## src/rtl/snake_body_tracker.sv

```systemverilog
// Snake body state: segment coords, length, heading, wall/self collision.
// Ports: clk, reset, move_tick, dir, apple_xy -> body, length, good_coll, dead, busy.
module snake_body_tracker #(
  parameter int MAX_LENGTH = 16,
  parameter int START_LEN  = 3,
  localparam int LW = $clog2(MAX_LENGTH + 1)
) (
  input  logic                        clk,
  input  logic                        reset,
  input  logic                        move_tick,
  input  logic [1:0]                  dir,
  input  logic [7:0]                  apple_xy,
  output logic [MAX_LENGTH-1:0][7:0]  body,
  output logic [LW-1:0]               length,
  output logic                        good_coll,
  output logic                        dead,
  output logic                        busy
);

  typedef enum logic [1:0] {
    S_WAIT,
    S_STEP,
    S_CHECK,
    S_DEAD
  } state_t;

  state_t     state;
  logic [1:0] heading;
  logic       eat_q;

  logic [3:0] hx, hy;
  logic       wall;
  logic [7:0] nh;
  logic       eat, grow;
  logic [LW-1:0] nlen;
  logic [7:0] ntail;
  logic [MAX_LENGTH-1:0][7:0] nb;
  logic       self_hit;
  logic       rev;

  function automatic logic [7:0] init_seg(int i);
    int j;
    j = (i < START_LEN) ? i : START_LEN - 1;
    return {4'(4 - j), 4'h8};
  endfunction

  assign hx = body[0][7:4];
  assign hy = body[0][3:0];

  // up/down share bit1=0, left/right bit1=1; reverse flips bit0 only
  assign rev = (dir[1] == heading[1]) && (dir[0] != heading[0]);

  always_comb begin
    wall = 1'b0;
    nh   = body[0];
    unique case (heading)
      2'b00: begin wall = (hy == 4'd0);  nh = {hx, hy - 4'd1}; end
      2'b01: begin wall = (hy == 4'd15); nh = {hx, hy + 4'd1}; end
      2'b10: begin wall = (hx == 4'd0);  nh = {hx - 4'd1, hy}; end
      2'b11: begin wall = (hx == 4'd15); nh = {hx + 4'd1, hy}; end
    endcase
  end

  assign eat  = (nh == apple_xy);
  assign grow = eat && (length < LW'(MAX_LENGTH));
  assign nlen = grow ? length + LW'(1) : length;

  // When growing, the shift already leaves the old tail in every slot
  // past the new length; when not, the new tail is old body[length-2].
  always_comb begin
    ntail = body[0];
    for (int k = 0; k < MAX_LENGTH; k++)
      if (k == int'(length) - 2) ntail = body[k];
    nb[0] = nh;
    for (int i = 1; i < MAX_LENGTH; i++)
      nb[i] = body[i-1];
    if (!grow)
      for (int i = 0; i < MAX_LENGTH; i++)
        if (i >= int'(length)) nb[i] = ntail;
  end

  always_comb begin
    self_hit = 1'b0;
    for (int k = 1; k < MAX_LENGTH; k++)
      if (k < int'(length) && body[k] == body[0]) self_hit = 1'b1;
  end

  always_ff @(posedge clk) begin
    if (reset) begin
      state     <= S_WAIT;
      heading   <= 2'b11;
      length    <= LW'(START_LEN);
      eat_q     <= 1'b0;
      good_coll <= 1'b0;
      dead      <= 1'b0;
      busy      <= 1'b0;
      for (int i = 0; i < MAX_LENGTH; i++)
        body[i] <= init_seg(i);
    end else begin
      good_coll <= 1'b0;
      unique case (state)
        S_WAIT: begin
          if (move_tick) begin
            if (!rev) heading <= dir;
            state <= S_STEP;
            busy  <= 1'b1;
          end
        end
        S_STEP: begin
          if (wall) begin
            state <= S_DEAD;
            dead  <= 1'b1;
          end else begin
            body   <= nb;
            length <= nlen;
            eat_q  <= eat;
            state  <= S_CHECK;
          end
        end
        S_CHECK: begin
          if (self_hit) begin
            state <= S_DEAD;
            dead  <= 1'b1;
          end else begin
            state     <= S_WAIT;
            busy      <= 1'b0;
            good_coll <= eat_q;
          end
        end
        S_DEAD: begin
        end
      endcase
    end
  end

endmodule
```

## config.mk

```make
export PLATFORM = sky130hd
export DESIGN_NAME = snake_body_tracker
export DESIGN_NICKNAME = d
export VERILOG_FILES = /design/src/rtl/snake_body_tracker.sv
export SDC_FILE = /design/constraint.sdc
export NUM_CORES = 1
export LEC_CHECK = 0
export CAP_MARGIN = 20
export CORE_ASPECT_RATIO = 1.2
export CORE_UTILIZATION = 55
export DETAILED_ROUTE_END_ITERATION = 16
export GPL_TIMING_DRIVEN = 1
export PLACE_DENSITY = 0.8
export SLEW_MARGIN = 20
export SYNTH_ARGS = -nofsm -noshare
export SYNTH_HDL_FRONTEND = slang
export SYNTH_SLANG_ARGS = --single-unit
```

## constraint.sdc

```tcl
create_clock -name clk -period 3.43 [get_ports clk]
set_input_delay 0.343 -clock clk [delete_from_list [all_inputs] [get_ports clk]]
set_output_delay 0.343 -clock clk [all_outputs]
set_load 0.01 [all_outputs]
```

==> metrics.txt <==
H-tree levels 4; final core utilization 72.5%; Gate power share roughly two fifths; Post-layout nets approximately 1600; # Post-CTS Setup Buffers 0; cells traversed along the worst timing path inv_1, ha_1, inv_1, nand4_1, and2_1, o32ai_1, a31oi_2, o21ai_4, a221oi_1, nand2_1; final wirelength roughly 50000 µm; flops & latches, synth around 140; Crit. End Element register; logic depth of the worst register-to-register path 10; reg-to-reg setup timing slack 0.09 ns; remaining number of nets flagged by the antenna check after routing 0; Async SR Flop Fraction 0%; number of top-level pins approximately 150; MaxCap Viol Count 0; switching power share of the total 42.0%; number of rows in the core area 54; maximum single-stage delay on the critical path 0.59 ns; number of DRC markers in iteration 0 between 1500 and 2000; Min Clock Period, post-route between 3 and 4 ns; Slew @ Worst Pin between 0.7 and 0.8 ns; die area 0.0196 mm²; outcome finished clean; Primary FF master, synth sky130_fd_sc_hd__dfxtp_1; count of mapped cells out of synthesis between 1000 and 1500; critical path startpoint category register; syn avg cell area approximately 7.7 µm²; hold_sp reset; TritonCTS sink count about 140; TritonCTS Buffers 17; min-delay worst type primary input to register; per-cell via count in the routed design 7.10; port buffer count around 150; unrepaired setup endpoints after global routing true; Die X-Extent 128 µm; WL per Instance 27.4 µm; final hold viol count 0; Max Freq ~300 MHz; final-report max-slew violation count 0; origin of the worst setup path length[1]; number of enable flip-flop cells after synthesis 0; HPWL reported at the end of detailed placement between 30000 and 40000 µm; Leakage Power just under 5 nW; cell repeated most along the worst path sky130_fd_sc_hd__inv_1; summed instance area of the synthesized netlist approximately 0.010 mm²; reg-to-reg endpoint body[83]; number of vias in the routed layout 12900; overall die height ~150 µm; worst slew slack as a fraction of its limit 48.3%; count of cell types in the netlist 99; worst r2r src length[1]; capture point of the critical path body[83]; TritonCTS clock tree done; fraction of the cycle the final worst path needs a little over nine tenths; critical path data arrival time between 3 and 4 ns; latest clock arrival within the worst-skew pair 0.45 ns; wire length of the first global-routing pass between 70000 and 80000 µm; most common cell after layout, fill and taps aside sky130_fd_sc_hd__clkdlybuf4s50_1; share of post-route cells with drive strength above 1 13.8%; maximum number of pins on one net before global-route repair 70; number of antenna violations at the first check in global routing 1; fraction of power consumed by the clock network 27.3%; final total power 0.00715 W; data required time at the worst endpoint between 3 and 4 ns; maximum fanout along the worst path 12; clock transition time at the flip-flop clock pins of the worst setup and hold paths 0.07 ns; via count of the first global-routing pass between 10000 and 15000; proportion of power drawn by flip-flops and latches 33.4%; synthesis-to-layout area growth 27.7%; Crit Path Class register to register; clock tree skew after final layout roughly 0.011 ns; total global routing track utilization 50.9%; Synthesis Warnings 0; Remaining Overflow, GRT 0; internal power 0.00415 W; number of search-and-repair iterations in the first detailed-routing pass 6; area of the core 0.0184 mm²; gp weighted congestion between 1 and 1.5; clk buf depth 2; leading cell types in the layout, fill and taps excluded sky130_fd_sc_hd__clkdlybuf4s50_1, sky130_fd_sc_hd__nand2_1, sky130_fd_sc_hd__dfxtp_1; Final setup viols 0; Clk Tree Root Cell sky130_fd_sc_hd__clkbuf_16; Psw about 0.003 W; cell at the slowest stage of the critical path sky130_fd_sc_hd__o21ai_4; fraction of the yosys area taken by sequential cells 26.9%; post-detailed-route DRC marker count 0; Cell Pwr Density 534 mW/mm²; Initial Util about 57%; net count after synthesis about 1400; Max VDD drop around 380 µV
cell type report:
cell class / instances / area (µm²)
Multi-Input combinational cell: 1080 / 7090
Inverter: 33 / 124
Fill cell: 1432 / 5060
Sequential cell: 141 / 2820
Tap cell: 252 / 315
Timing Repair Buffer: 272 / 2440
Clock buffer: 17 / 425
Clock inverter: 15 / 168
Antenna cell: 1 / 2.50
routing by layer:
layer	global-route usage [%]	vias to the layer above	share of wire (%)
li1	-	5410	-
met1	60.2	5899	35
met2	76.5	1207	43
met3	15.0	342	14
met4	39.8	0	8.9
met5	0	-	0
synthesized netlist by cell type (10+ instances only):
cell	count	area share, %
sky130_fd_sc_hd__inv_1	30	1.1
sky130_fd_sc_hd__a221oi_1	17	1.4
sky130_fd_sc_hd__xnor2_1	68	5.7
sky130_fd_sc_hd__nor4_1	38	2.3
sky130_fd_sc_hd__clkbuf_1	43	1.5
sky130_fd_sc_hd__dfxtp_1	141	27
sky130_fd_sc_hd__a31oi_1	24	1.4
sky130_fd_sc_hd__or3_1	10	0.60
sky130_fd_sc_hd__o21ai_1	12	0.57
sky130_fd_sc_hd__ha_1	17	2.0
sky130_fd_sc_hd__buf_2	51	2.4
sky130_fd_sc_hd__nor2b_1	11	0.66
sky130_fd_sc_hd__nor3_1	65	3.1
sky130_fd_sc_hd__nand2_1	145	5.2
sky130_fd_sc_hd__a22oi_1	50	3.6
sky130_fd_sc_hd__o22ai_1	21	1.3
sky130_fd_sc_hd__a21oi_1	56	2.7
sky130_fd_sc_hd__nand4_1	26	1.6
sky130_fd_sc_hd__nand2b_1	27	1.6
sky130_fd_sc_hd__nand3_1	28	1.3
sky130_fd_sc_hd__buf_1	15	0.54
sky130_fd_sc_hd__xor2_1	70	5.9
sky130_fd_sc_hd__o21ai_0	65	3.1
sky130_fd_sc_hd__o211ai_1	14	1.0
sky130_fd_sc_hd__a211oi_1	19	1.4
sky130_fd_sc_hd__nor2_1	119	4.3
power groups by stage:
stage / clock network, W / registers [W] / logic, W
floorplan: 0 / 0.00229 / 0.00152
global placement: 0 / 0.00238 / 0.00262
detailed placement: 0 / 0.00238 / 0.00268
CTS: 0.00193 / 0.00234 / 0.00270
global route: 0.00200 / 0.00238 / 0.00296
finish: 0.00195 / 0.00239 / 0.00281
timing repair:
item,in CTS,in global routing
resized for setup,0,10
setup endpoints to repair,0,26
hold buffers,0,0
endpoints found under the hold margin,0,0
logic make-up (layout without fill, tap and decap cells):
| kind of cell | Yosys count | in the layout | synth area share, % |
|---|---|---|---|
| adder cells (fa/ha/maj) | 19 | 19 | 2.41 |
| AO/OA/AOI/OAI | 395 | 395 | 27.5 |
| multiplexers | 10 | 10 | 1.08 |
| buffers and inverters | 146 | 337 | 6.06 |
| AND/OR/NAND/NOR | 517 | 517 | 24.4 |
| flip-flops | 141 | 141 | 26.9 |
| XOR/XNOR | 139 | 139 | 11.7 |
| other | 0 | 1 | 0 |
how the worst min path moves through the flow:
| stage | to | slack [ns] | cells after the start |
|---|---|---|---|
| after floorplan | good_coll | 0.41 | 2 |
| after global placement | good_coll | 0.44 | 2 |
| after detailed placement | good_coll | 0.43 | 2 |
| after CTS | eat_q | 0.36 | 2 |
| after global routing | eat_q | 0.38 | 2 |
| final | eat_q | 0.35 | 2 |
worst max-delay path: cells and delay by family (launching register included):
family,cells,cell delay (ns)
AOI/OAI and AO/OA,4,1.46
buffers and inverters,2,0.36
DFF,1,0.34
and+or+nand+nor,3,0.79
adders and majority gates,1,0.31
state kept, by name (all words and copies together), names as in the netlist:
register,count
body,128
busy,1
dead,1
eat_q,1
good_coll,1
heading,2
length,5
state,2
per-stage QoR:
| stage | cell area [µm²] | worst slack (ns) | TNS [ns] | hold WS (ns) | instances |
|---|---|---|---|---|---|
| after floorplan | 10500 | 0.348 | 0 | 0.414 | 1367 |
| after global placement | 12800 | 0.0908 | 0 | 0.438 | 1778 |
| after detailed placement | 12800 | 0.0754 | 0 | 0.427 | 1778 |
| after CTS | 13300 | 0.0479 | 0 | 0.361 | 1810 |
| after global routing | 13400 | -0.0252 | -0.0364 | 0.384 | 1810 |
| final | 13400 | 0.0880 | 0 | 0.350 | 1811 |
(Power assumes the default switching activity.)
